==> config.mk <==
export PLATFORM = sky130hd
export DESIGN_NAME = sdram_arbiter_flat
export DESIGN_NICKNAME = d
export VERILOG_FILES = /design/src/rtl/sdram_arbiter_if.sv /design/src/rtl/sdram_arbiter.sv /design/src/flat_wrapper.sv
export SDC_FILE = /design/constraint.sdc
export NUM_CORES = 1
export LEC_CHECK = 0
export CAP_MARGIN = 0
export CORE_MARGIN = 2
export CORE_UTILIZATION = 37
export DETAILED_ROUTE_END_ITERATION = 10
export PLACE_DENSITY_LB_ADDON = 0.1
export RECOVER_POWER = 25
export SLEW_MARGIN = 20
export SYNTH_ARGS = -nofsm -noshare
export SYNTH_HDL_FRONTEND = slang
export SYNTH_SLANG_ARGS = --single-unit
==> constraint.sdc <==
create_clock -name clk -period 1.8 [get_ports clk]
set_input_delay 0.18 -clock clk [delete_from_list [all_inputs] [get_ports clk]]
set_output_delay 0.18 -clock clk [all_outputs]
set_load 0.02 [all_outputs]
==> src/rtl/sdram_arbiter_if.sv <==
// sdram_arbiter_if: requester-side and adapter-side signals of sdram_arbiter.
// slave modport is the arbiter's view; master modport is the surrounding
// requesters plus SDRAM adapter.
interface sdram_arbiter_if #(
  parameter int unsigned ADDR_WIDTH = 25,
  parameter int unsigned DATA_WIDTH = 8
);
  logic                  i_req0;
  logic                  i_req1;
  logic                  i_we0;
  logic                  i_we1;
  logic [ADDR_WIDTH-1:0] i_addr0;
  logic [ADDR_WIDTH-1:0] i_addr1;
  logic [DATA_WIDTH-1:0] i_wdata0;
  logic [DATA_WIDTH-1:0] i_wdata1;
  logic                  o_ack0;
  logic                  o_ack1;
  logic [DATA_WIDTH-1:0] o_rdata;
  logic                  o_mem_req;
  logic                  o_mem_we;
  logic [ADDR_WIDTH-1:0] o_mem_addr;
  logic [DATA_WIDTH-1:0] o_mem_wdata;
  logic                  i_mem_ack;
  logic [DATA_WIDTH-1:0] i_mem_rdata;
  logic                  o_grant;

  modport slave (
    input  i_req0, i_req1, i_we0, i_we1, i_addr0, i_addr1, i_wdata0, i_wdata1,
    input  i_mem_ack, i_mem_rdata,
    output o_ack0, o_ack1, o_rdata, o_mem_req, o_mem_we, o_mem_addr,
    output o_mem_wdata, o_grant
  );

  modport master (
    output i_req0, i_req1, i_we0, i_we1, i_addr0, i_addr1, i_wdata0, i_wdata1,
    output i_mem_ack, i_mem_rdata,
    input  o_ack0, o_ack1, o_rdata, o_mem_req, o_mem_we, o_mem_addr,
    input  o_mem_wdata, o_grant
  );
endinterface

==> src/rtl/sdram_arbiter.sv <==
// sdram_arbiter: two-port, one-transaction-at-a-time arbiter in front of the
// SDRAM adapter. Port 0 (65C02 path) has fixed priority over port 1.
// Optional starvation guard for port 1: define SDRAM_ARB_STARVE_EN.
module sdram_arbiter #(
  parameter int unsigned ADDR_WIDTH   = 25,
  parameter int unsigned DATA_WIDTH   = 8,
  parameter int unsigned STARVE_LIMIT = 4
) (
  input logic            clk,
  input logic            reset,
  sdram_arbiter_if.slave bus
);

  typedef enum logic [1:0] {
    ST_IDLE = 2'd0,
    ST_BUSY = 2'd1,
    ST_DONE = 2'd2
  } state_e;

  state_e                state_q, state_d;
  logic                  grant_q, grant_d;
  logic                  mem_we_q, mem_we_d;
  logic [ADDR_WIDTH-1:0] mem_addr_q, mem_addr_d;
  logic [DATA_WIDTH-1:0] mem_wdata_q, mem_wdata_d;
  logic [DATA_WIDTH-1:0] rdata_q, rdata_d;
  logic                  any_req;
  logic                  win1;

`ifdef SDRAM_ARB_STARVE_EN
  localparam logic [3:0] STARVE_MAX = 4'(STARVE_LIMIT);
  logic [3:0] starve_cnt_q, starve_cnt_d;
`else
  localparam int unsigned starve_limit_unused = STARVE_LIMIT;
`endif

  assign any_req = bus.i_req0 | bus.i_req1;

  // Arbitration: port 0 wins unless idle, or the starvation guard fires.
  always_comb begin
    win1 = bus.i_req1 & ~bus.i_req0;
`ifdef SDRAM_ARB_STARVE_EN
    if (bus.i_req0 && bus.i_req1 && (starve_cnt_q == STARVE_MAX)) begin
      win1 = 1'b1;
    end
`endif
  end

  // State register.
  always_ff @(posedge clk or posedge reset) begin
    if (reset) begin
      state_q <= ST_IDLE;
    end else begin
      state_q <= state_d;
    end
  end

  // Next-state logic; DONE is an unconditional one-cycle gap so a request
  // still held during the ack cycle is never re-granted.
  always_comb begin
    state_d = state_q;
    unique case (state_q)
      ST_IDLE: if (any_req) state_d = ST_BUSY;
      ST_BUSY: if (bus.i_mem_ack) state_d = ST_DONE;
      ST_DONE: state_d = ST_IDLE;
      default: state_d = ST_IDLE;
    endcase
  end

  // FSM outputs: request while BUSY, ack to the owner during DONE.
  always_comb begin
    bus.o_mem_req = (state_q == ST_BUSY);
    bus.o_ack0    = (state_q == ST_DONE) && !grant_q;
    bus.o_ack1    = (state_q == ST_DONE) &&  grant_q;
  end

  // Datapath next values: capture winner on grant, read data on completion.
  always_comb begin
    grant_d     = grant_q;
    mem_we_d    = mem_we_q;
    mem_addr_d  = mem_addr_q;
    mem_wdata_d = mem_wdata_q;
    rdata_d     = rdata_q;
    if ((state_q == ST_IDLE) && any_req) begin
      grant_d     = win1;
      mem_we_d    = win1 ? bus.i_we1    : bus.i_we0;
      mem_addr_d  = win1 ? bus.i_addr1  : bus.i_addr0;
      mem_wdata_d = win1 ? bus.i_wdata1 : bus.i_wdata0;
    end
    if ((state_q == ST_BUSY) && bus.i_mem_ack && !mem_we_q) begin
      rdata_d = bus.i_mem_rdata;
    end
  end

  // Datapath registers.
  always_ff @(posedge clk or posedge reset) begin
    if (reset) begin
      grant_q     <= 1'b0;
      mem_we_q    <= 1'b0;
      mem_addr_q  <= '0;
      mem_wdata_q <= '0;
      rdata_q     <= '0;
    end else begin
      grant_q     <= grant_d;
      mem_we_q    <= mem_we_d;
      mem_addr_q  <= mem_addr_d;
      mem_wdata_q <= mem_wdata_d;
      rdata_q     <= rdata_d;
    end
  end

`ifdef SDRAM_ARB_STARVE_EN
  // Starvation counter: counts port-0 grants that bypassed a waiting port 1.
  always_comb begin
    starve_cnt_d = starve_cnt_q;
    if (state_q == ST_IDLE) begin
      if (!bus.i_req1 || win1) begin
        starve_cnt_d = '0;
      end else begin
        starve_cnt_d = starve_cnt_q + 4'd1;
      end
    end
  end

  // Starvation counter register.
  always_ff @(posedge clk or posedge reset) begin
    if (reset) begin
      starve_cnt_q <= '0;
    end else begin
      starve_cnt_q <= starve_cnt_d;
    end
  end
`endif

  assign bus.o_grant     = grant_q;
  assign bus.o_mem_we    = mem_we_q;
  assign bus.o_mem_addr  = mem_addr_q;
  assign bus.o_mem_wdata = mem_wdata_q;
  assign bus.o_rdata     = rdata_q;

endmodule
==> src/flat_wrapper.sv <==
// flat-port wrapper written by rule: the top's interface ports become plain ports
module sdram_arbiter_flat 
#(
  parameter int unsigned ADDR_WIDTH   = 25,
  parameter int unsigned DATA_WIDTH   = 8,
  parameter int unsigned STARVE_LIMIT = 4
)
  (clk, reset, bus_i_req0, bus_i_req1, bus_i_we0, bus_i_we1, bus_i_addr0, bus_i_addr1, bus_i_wdata0, bus_i_wdata1, bus_i_mem_ack, bus_i_mem_rdata, bus_o_ack0, bus_o_ack1, bus_o_rdata, bus_o_mem_req, bus_o_mem_we, bus_o_mem_addr, bus_o_mem_wdata, bus_o_grant);
  sdram_arbiter_if #(.ADDR_WIDTH(ADDR_WIDTH), .DATA_WIDTH(DATA_WIDTH)) bus_i ();
  input logic clk;
  input logic reset;
  input wire logic [$bits(bus_i.i_req0)-1:0] bus_i_req0;
  input wire logic [$bits(bus_i.i_req1)-1:0] bus_i_req1;
  input wire logic [$bits(bus_i.i_we0)-1:0] bus_i_we0;
  input wire logic [$bits(bus_i.i_we1)-1:0] bus_i_we1;
  input wire logic [$bits(bus_i.i_addr0)-1:0] bus_i_addr0;
  input wire logic [$bits(bus_i.i_addr1)-1:0] bus_i_addr1;
  input wire logic [$bits(bus_i.i_wdata0)-1:0] bus_i_wdata0;
  input wire logic [$bits(bus_i.i_wdata1)-1:0] bus_i_wdata1;
  input wire logic [$bits(bus_i.i_mem_ack)-1:0] bus_i_mem_ack;
  input wire logic [$bits(bus_i.i_mem_rdata)-1:0] bus_i_mem_rdata;
  output wire logic [$bits(bus_i.o_ack0)-1:0] bus_o_ack0;
  output wire logic [$bits(bus_i.o_ack1)-1:0] bus_o_ack1;
  output wire logic [$bits(bus_i.o_rdata)-1:0] bus_o_rdata;
  output wire logic [$bits(bus_i.o_mem_req)-1:0] bus_o_mem_req;
  output wire logic [$bits(bus_i.o_mem_we)-1:0] bus_o_mem_we;
  output wire logic [$bits(bus_i.o_mem_addr)-1:0] bus_o_mem_addr;
  output wire logic [$bits(bus_i.o_mem_wdata)-1:0] bus_o_mem_wdata;
  output wire logic [$bits(bus_i.o_grant)-1:0] bus_o_grant;
  assign bus_i.i_req0 = bus_i_req0;
  assign bus_i.i_req1 = bus_i_req1;
  assign bus_i.i_we0 = bus_i_we0;
  assign bus_i.i_we1 = bus_i_we1;
  assign bus_i.i_addr0 = bus_i_addr0;
  assign bus_i.i_addr1 = bus_i_addr1;
  assign bus_i.i_wdata0 = bus_i_wdata0;
  assign bus_i.i_wdata1 = bus_i_wdata1;
  assign bus_i.i_mem_ack = bus_i_mem_ack;
  assign bus_i.i_mem_rdata = bus_i_mem_rdata;
  assign bus_o_ack0 = bus_i.o_ack0;
  assign bus_o_ack1 = bus_i.o_ack1;
  assign bus_o_rdata = bus_i.o_rdata;
  assign bus_o_mem_req = bus_i.o_mem_req;
  assign bus_o_mem_we = bus_i.o_mem_we;
  assign bus_o_mem_addr = bus_i.o_mem_addr;
  assign bus_o_mem_wdata = bus_i.o_mem_wdata;
  assign bus_o_grant = bus_i.o_grant;
  sdram_arbiter #(.ADDR_WIDTH(ADDR_WIDTH), .DATA_WIDTH(DATA_WIDTH), .STARVE_LIMIT(STARVE_LIMIT)) u_core (.clk(clk), .reset(reset), .bus(bus_i));
endmodule
Yosys cells after proc, flatten, opt, wreduce, memory -nomap -nowiden
Index checks and enable logic that the tools add are counted.

storage, ports and cells
  input port bits = 81
  output and inout bits = 46
  register bits = 45

operators by class
  muxes and demuxes = 6
  equality and inequality tests = 4
  reduce and logical (&&, ||, !) cells = 9
  bitwise operators = 3

operators with widths
  cell                                                                   number
  25-bit 2-to-1 mux                                                      1
  8-bit 2-to-1 mux                                                       1
  1-bit logical AND                                                      5
  2-bit 2-to-1 mux                                                       2
  2-bit case mux with 2 select lines                                     1
  2-bit by 1-bit equality test with 1-bit output, second input constant  1
  2-bit equality test, second input constant                             1
  1-bit logical NOT                                                      2
  2-bit logical NOT                                                      1
  2-bit by 1-bit != test with 1-bit output, second input constant        1
  2-bit != test, second input constant                                   1
  2-bit AND reduction                                                    1
  1-bit bitwise AND                                                      1
  1-bit 2-to-1 mux                                                       1
  1-bit NOT                                                              1
  1-bit OR                                                               1

Depth between registers and ports, before layout
  word-level depth = 3
  depth in mapped cells = 6
  depth with buffers taken out = 3

Worst setup path after synthesis
OpenSTA, ideal clock, no wires.

  path type = register to register
  start = register u_core.state_q[0]
  end = register u_core.mem_addr_q[19] (netlist: u_core.bus.o_mem_addr[19])
  setup slack = 0.429 ns
  period minus slack after synthesis = 1.371 ns
  arrival time = 1.238 ns
  stages on the path, launching flop included = 7
  buffers on the path = 3
  setup time = 0.133 ns
  cells stage by stage = dfrtp_1 clkbuf_2 or2_1 buf_2 buf_2 a22oi_1 o21ai_0

on the way
  word-level cells in the longest chain between the ends = 2

RTL lines
  what                    RTL line              source
  from (decl)             sdram_arbiter.sv:20   state_e state_q, state_d;
  from (signal assigned)  sdram_arbiter.sv:53   state_q <= state_d;
  2-bit logical NOT       sdram_arbiter.sv:83   if ((state_q == ST_IDLE) && any_req) begin
  1-bit logical AND       sdram_arbiter.sv:83
  to (signal assigned)    sdram_arbiter.sv:105  mem_addr_q <= mem_addr_d;
  to (decl)               sdram_arbiter.sv:23   logic [ADDR_WIDTH-1:0] mem_addr_q, mem_addr_d;

No other way between the ends.
A chain may end at the register's enable or synchronous reset.

Final worst setup path
  start = register u_core.state_q[1]
  end = output port bus_o_mem_req

on the way
  word-level cells in the longest chain between the ends = 1

RTL lines
  what                                            RTL line             source
  2-bit by 1-bit equality test with 1-bit output  sdram_arbiter.sv:71  bus.o_mem_req = (state_q == ST_BUSY);
  to (decl)                                       flat_wrapper.sv:25   output wire logic [$bits(bus_i.o_mem_req)-1:0] bus_o_mem_req;

No other way between the ends.

==> impl_metrics.yaml <==
cells_and_area:
  n_fill_cell: 476
  n_antenna_cell: 0
  seq_area_mm2: 0.001127
  final_cell_area_mm2: 0.003586
  finish.utilization_pct: 65.52
  drive_gt1_share_pct: 10.39
  syn_to_final_growth_pct: 71.31
  nNetsFinal: 388
  multiInputGateArea_um2: 874.6
synth:
  synthCells: 179
  synth-edff-count: 0
  synthAdderAreaFrac_pct: 0
  synth.area.top_cells: "dfrtp_1 (54%), a22oi_1 (12%), o2bb2ai_1 (9.2%)"
  yosysMostFrequentCell: "dfrtp_1"
  muxShareOfSynthArea_pct: 5.738
  synth_flop_cell: "dfrtp_1"
  synth_top_cell_by_area: "dfrtp_1"
  synth_xor_area_share_pct: 0
  synth_top_cell_area_share_pct: 53.80
  synth_top_family_by_area: "compound AO/OA/AOI/OAI gates"
  ys_ff_latch: 45
  avgSynthCellArea_um2: 11.69
  ys_seq_area_share_pct: 53.80
  synthesis.nets: 260
  ys_types: 22
  synth_area_mm2: 0.002093
  synth_warnings: 0
  synth_common_cells: "dfrtp_1 (45), a22oi_1 (34), o2bb2ai_1 (22), nor2b_1 (15)"
  synth-compound-area-share_pct: 28.69
  synthArstFlopShare_pct: 100.0
  synthSimpleGateAreaFrac_pct: 7.173
floorplanning:
  io_pins: 127
  die_w_um: 79.22
  design.core.area_mm2: 0.005473
  rows: 27
  start_util_pct: 38.25
  dieArea_mm2: 0.006275
  chipHeight_um: 79.22
worst_hold_path:
  hold_path.class: "primary input to register"
flow_run:
  drv_cap: 0
critical_path:
  cp.arrival_ns: 1.51
  cp_slowest_stage_delay_ns: 0.62
  required_ns: 1.62
  critical_path.startpoint_type: "register"
  cpLargestDelayFamily: "buffers and inverters"
  endpoint_kind: "output port"
  cp_slowest_cell: "clkdlybuf4s50_1"
  crit_path_max_fanout: 8
  worst-path-buf-inv: 1
  criticalPathCategory: "register to output port"
  path_cells: "nor2b_1 -> clkdlybuf4s50_1"
sta:
  rsz0062_at_grt: "false"
  finalSetupTns_ns: 0
  relSlewSlack_pct: 27.17
  setup_viol: 0
  fin_worst_skew_ns: 0.01293
  drv_slew: 0
  tightest_slew_ns: 1.093
  hold_viol_final: 0
  fin_crit_sh_pct: 94.00
  max_freq_mhz: 591.0
  finalCriticalPeriod_ns: 1.692
pwr:
  switching_share_pct: 36.12
  p_int_mw: 3.464
  clkPwrFrac_pct: 14.4
  p_switching_mw: 1.959
  ir_drop_mv: 1.024
  p_comb_share_pct: 51.9
  seqPwrFrac_pct: 33.6
  power_density_mw_per_mm2: 1512
  leakage_nw: 1.433
global_route:
  grt_max_degree: 46
  grt_pass1_wl_um: 9680
  grt_usage_pct: 19.74
  gr-total-overflow: 0
  antenna_found_initial: 0
  grt_pass1_vias: 1984
clock_tree:
  clockBufferDepth: 2
  cts_buffers: 5
  h-tree-depth: 2
  clk_pin_slew_worst_paths_ns: 0.08
  clockRootBuffer: "clkbuf_8"
  numClockSinks: 45
  cts_tree: "done"
  clk_latency_ns: 0.30
  ctsHoldBuffers: 0
drt:
  first_pass_iters: 4
  routed_wl_um: 5983
  vias: 1974
  drt-wirelength-per-cell_um: 15.74
  viasPerCell: 5.195
  drc: 0
  detail-route-antenna-nets: 0
  first_iter_violations: 144
placement:
  gp_congestion: 0.8043
  placed_area_mm2: 0.003486
  io_buffers: 126
  place_hpwl_um: 4376
outcome:
  status: "complete, no violations"
[state kept, by name, indices dropped and copies added, names as in the netlist]
signal and flops:
u_core.state_q 2, u_core.bus.o_mem_wdata 8, u_core.bus.o_grant 1, u_core.bus.o_mem_addr 25
u_core.bus.o_mem_we 1, u_core.bus.o_rdata 8
[layout by cell type, fill, tap and decap left out, types with 2 or more instances in the layout]
cell type / n
clkbuf_8: 6
dlygate4sd2_1: 2
clkdlybuf4s50_1: 123
mux2_4: 8
a22oi_1: 34
o2bb2ai_1: 22
nor2b_1: 15
dfrtp_1: 44
o21ai_0: 12
nor2_1: 2
a31oi_1: 12
buf_4: 12
and3b_1: 2
[metal layers]
layer / up-vias / part of all wire [%] / routed length (µm) / track usage (%)
met1: 935 / 45 / 2686 / 25.75
met5: - / 0 / 0 / 0
li1: 945 / - / - / -
met3: 11 / 7.4 / 442 / 5.227
met2: 83 / 46 / 2733 / 31.44
met4: 0 / 2.0 / 121 / 7.586
[layout make-up]
type                       instances  area share (%)
clock inverter                     1          0.8374
multi-input combinational        114           24.39
clock buffer                       7           2.408
inverter                           1          0.1047
timing repair buffer             140           38.31
tap                               72           2.512
sequential                        45           31.44
[stage by stage]
step                setup WS [ns]  hold slack, ns  total power [mW]  cells
floorplan                  0.4289          0.2786             3.248    179
detailed placement         0.1817          0.4728             4.679    372
global placement           0.2374          0.4722             4.648    372
global route              0.02884          0.4769             5.738    380
CTS                       0.04421          0.2286             5.487    380
finish                     0.1079          0.4675             5.423    380
[power groups by stage]
stage / Sequential, mW / Clock (mW) / Combinational (mW)
after global placement: 1.82 / 0 / 2.82
after global routing: 1.89 / 0.843 / 3.00
final: 1.82 / 0.783 / 2.82
after detailed placement: 1.82 / 0 / 2.86
after floorplan: 2.38 / 0 / 0.872
after CTS: 1.82 / 0.809 / 2.85
[cell families after synthesis]
logic type,Yosys count
compound gates,83
buf+inv,20
mux,8
simple gates,23
flops,45
[what timing repair did]
action / CTS / global route
buffers inserted: 0 / 0
setup endpoints to repair: 2 / 1
gates resized for setup: 2 / 1
[path summary, 6_finish.rpt]
kind                                             end  slack [ns]  depth (start not counted)                     start
setup / recovery                       bus_o_mem_req        0.11                          2         u_core.state_q[1]
hold / removal                     u_core.state_q[0]        0.47                          2             bus_i_mem_ack
setup reg to reg               u_core.bus.o_rdata[3]        0.31                          4         u_core.state_q[1]
hold reg to reg             u_core.bus.o_mem_addr[2]        0.49                          1  u_core.bus.o_mem_addr[2]
max in group asynchronous          u_core.state_q[0]        0.40                          3                     reset
min in group asynchronous  u_core.bus.o_mem_addr[22]        0.66                          3                     reset
Power figures use the tool's default switching activity.
==> edit 1 (same flow settings) <==
The option `SDRAM_ARB_STARVE_EN` is turned on by a define.
--- a/src/rtl/sdram_arbiter.sv
+++ b/src/rtl/sdram_arbiter.sv
@@ -3,2 +3,4 @@
 // Optional starvation guard for port 1: define SDRAM_ARB_STARVE_EN.
+`define SDRAM_ARB_STARVE_EN
+
 module sdram_arbiter #(
Function: no difference found for any inputs over 10 cycles, from zero or initial values and one cycle with reset high; that may be too few to reach the edited logic, so the function may still have changed.
==> edit 1 against the original RTL <==
  * Area after synthesis up 23%
  * Total power up 11%
  * Critical endpoint is now u_core.starve_cnt_q[3]
  * Core utilization fell by 5.0 points
  * Highest routed layer unchanged
  * Final area up 14%
  * Die area increased by 22%
  * Register-to-register slack worse by 0.23 ns
  * Clock power decreased by 1%
  * Worst setup slack worse by 0.024 ns
  * Non-clock buffer count rose by 2
  * Critical path depth up 3
  * Wire length is 22% higher
  * Sequential cell count is 4 higher
  * Maximum frequency fell by 1.4%
  * Critical path type is now flip-flop to flip-flop
==> edit 1: results (changes against the original RTL) <==
metric	value	unit	change
Final HPWL DP	5110	µm	was 4380 µm
switching share of power	39.5	%	was 36.1%
Layout Cells excl Fill	457		was 380
# fillers	612		was 476
syn_nets	337		was 260
Sequential Power Share	30.8	%	was 33.6%
buffering overhead	34.3	%	was 38.3%
leak pwr	1.68	nW	was 1.43 nW
layout cell share with drive strength beyond 1	11.7	%	was 10.4%
gp weighted congestion	0.708		was 0.804
Post-synth top cells	49 x dfrtp_1, 40 x inv_1, 35 x nand3_1, 35 x nand4_1, 20 x o221ai_1		was 45 x dfrtp_1, 34 x a22oi_1, 22 x o2bb2ai_1
Clock Skews	0.00774	ns	was 0.0129 ns
crit-path leading delay family	simple AND/OR/NAND/NOR gates		was buffers and inverters
Worst Tran Pin Value	1.23	ns	was 1.09 ns
worst reg2reg startpoint	u_core.starve_cnt_q[0]		was u_core.state_q[1]
Synth area leaders	dfrtp_1 48%, nand4_1 8.5%, o221ai_2 8.1%		was dfrtp_1 54%, a22oi_1 12%, o2bb2ai_1 9.2%
Initial DRC Count	114		was 144
Worst Min Path Start	bus_i_mem_rdata[1]		was bus_i_mem_ack
run status	finished clean		unchanged
Slowest-stage cell, CP	or4_4		was clkdlybuf4s50_1
Worst VDD drop	0.625	mV	was 1.02 mV
mean post-synth cell area	10.2	µm²	was 11.7 µm²
final net count	460		was 388
Seq. cell area	0.00123	mm²	was 0.00113 mm²
largest net degree at the start of global routing	50		was 46
Setup CP Type	flip-flop to flip-flop		was flip-flop to output port
Worst path max stage delay	0.55	ns	was 0.62 ns
Clock Power	0.000773	W	was 0.000783 W
non-clock inverter count	40		was 1
placed cell count	450		was 372
vias in the first global route	2462		was 1984
-- edit 1: cell count changes in the layout (fill, tap and decap cells not counted), sizes merged, moves of 4 or more --
cell	unedited run	this run
o21ai	13	5
inv	0	39
a22oi	34	0
o2bb2ai	22	1
nand4	0	35
dfrtp	45	49
a31oi	12	0
nor2b	15	1
nand3	0	35
o221ai	0	34
-- edit 1: final timing paths --
check / to / slack, ns / depth (start not counted)
worst max register to register: u_core.starve_cnt_q[3] / 0.08 / 5
worst min-delay path: u_core.bus.o_rdata[1] / 0.47 / 2
worst min register to register: u_core.bus.o_rdata[5] / 0.49 / 1
worst max-delay path: u_core.starve_cnt_q[3] / 0.08 / 5
min in group asynchronous: u_core.bus.o_mem_wdata[3] / 0.72 / 3
max in group asynchronous: u_core.bus.o_mem_addr[3] / 0.33 / 3
-- edit 1: metrics by stage --
stage | worst slack [ns] | cell area, µm² | total power (W)
floorplan | 0.125 | 2580 | 0.00385
detailed placement | 0.0657 | 3990 | 0.00535
global route | 0.00837 | 4090 | 0.00645
CTS | 0.0579 | 4090 | 0.00612
global placement | 0.113 | 3990 | 0.00529
finish | 0.0836 | 4090 | 0.00603
-- edit 1: cell families (layout without fill, tap and decap cells) --
group | Yosys count | count (layout) | synth area share, %
adder cells (fa/ha/maj) | 2 | 2 | 0.969
multiplexers | 9 | 9 | 3.88
buffers and inverters | 66 | 189 | 10.8
AO/OA/AOI/OAI | 44 | 44 | 17.9
flip-flops | 49 | 49 | 47.5
AND/OR/NAND/NOR | 84 | 84 | 19.0
-- edit 1: metal layers --
layer  up-vias  track usage, %  part of all wire, %
met3         7            6.35                  8.1
met5         -               0                    0
met4         0            5.03                 0.89
li1       1192               -                    -
met2        82            32.6                   49
met1      1182            23.6                   42
==> edit 2 (same settings) <==
Made on the original files. Encoding of `state_e`: now one-hot (3 bits for 3 states).
--- a/src/rtl/sdram_arbiter.sv
+++ b/src/rtl/sdram_arbiter.sv
@@ -13,6 +13,6 @@
 
-  typedef enum logic [1:0] {
-    ST_IDLE = 2'd0,
-    ST_BUSY = 2'd1,
-    ST_DONE = 2'd2
+  typedef enum logic [2:0] {
+    ST_IDLE = 3'b001,
+    ST_BUSY = 3'b010,
+    ST_DONE = 3'b100
   } state_e;
Check against the original RTL: same outputs for any inputs over 10 cycles, from zero or initial values and one cycle with reset high; not proved beyond that.
==> edit 2 against the original RTL <==
  * Global-route usage down 4.4 points
  * Area after synthesis up 12%
  * Total power up 7.4%
  * Final area up 5.7%
  * Largest power group unchanged
  * Worst setup slack worse by 0.026 ns
  * Sequential cell count up 1
  * Non-clock buffer count down 7
  * Wire length down 13%
  * Critical endpoint is now u_core.bus.o_mem_wdata[5]
==> edit 2: results (changes against the original RTL) <==
metric	value	unit	change
Synth cell types	21		was 22
Placed Instance Area	0.00371	mm²	was 0.00349 mm²
Hold WS	0.354	ns	was 0.467 ns
gp weighted congestion	0.726		was 0.804
DP Worst Slack	-0.0220	ns	was 0.182 ns
sequential share of the synthesized area	49.1	%	was 53.8%
worst min-delay path class	primary input to async pin		was primary input to flip-flop
Worst Setup EP	u_core.bus.o_mem_wdata[5]		was bus_o_mem_req
run status	finished clean		unchanged
layout cell share with drive strength beyond 1	34.6	%	was 10.4%
largest net degree at the start of global routing	33		was 46
routed length on met2	2560	µm	was 2730 µm
first-pass GRT wire length	8540	µm	was 9680 µm
grt met2 use	25.2	%	was 31.4%
Layout Cells excl Fill	357		was 380
syn_nets	228		was 260
total global-route track usage	15.3	%	was 19.7%
Pre-Repair DR Iteration Count	2		was 4
reg2reg end	u_core.bus.o_mem_wdata[5]		was u_core.bus.o_rdata[3]
crit path DAT	1.91	ns	was 1.51 ns
wl on met1	2110	µm	was 2690 µm
Synth Area in Compound Gates	1.07	%	was 28.7%
mux cell area share after synthesis	41.1	%	was 5.74%
Slowest-stage cell, CP	dfstp_2		was clkdlybuf4s50_1
Slew Limit Headroom	51.7	%	was 27.2%
Worst path max stage delay	0.59	ns	was 0.62 ns
FF-to-FF setup slack	0.08	ns	was 0.31 ns
M1 GR Usage	18.8	%	was 25.8%
met3 wire length	482	µm	was 442 µm
met3 global-route usage	5.44	%	was 5.23%
mean post-synth cell area	16.0	µm²	was 11.7 µm²
Initial DRC Count	26		was 144
Final HPWL DP	3900	µm	was 4380 µm
Vias/cell	4.68		was 5.19
Clock Skews	0.00649	ns	was 0.0129 ns
-- edit 2: repair_timing --
action	in CTS	in global routing
endpoints found under the setup margin	3	5
cloned	0	0
buffers inserted	0	0
hold buffers	0	0
gates resized for setup	3	1
hold endpoints to repair	0	0
-- edit 2: report_power, final --
part / leakage [nW] / internal (W) / switching (W)
logic: 1.01 / 0.00198 / 0.00133
registers: 0.545 / 0.00157 / 0.000318
clock network: 0.0441 / 0.000273 / 0.000360
-- edit 2: final cells by class --
type / instances / area (µm²)
fillers: 545 / 2450
repair buffers: 133 / 1350
clock inverters: 3 / 21.3
flip-flops and latches: 46 / 1150
multi-input cells: 91 / 1100
well taps: 77 / 96.3
clock buffers: 5 / 68.8
inverters: 2 / 7.51
-- edit 2: cells by family after synthesis --
kind of cell           Yosys count
multiplexers                    76
flip-flops                      46
AND/OR/NAND/NOR                 11
buffers and inverters           10
AO/OA/AOI/OAI                    4
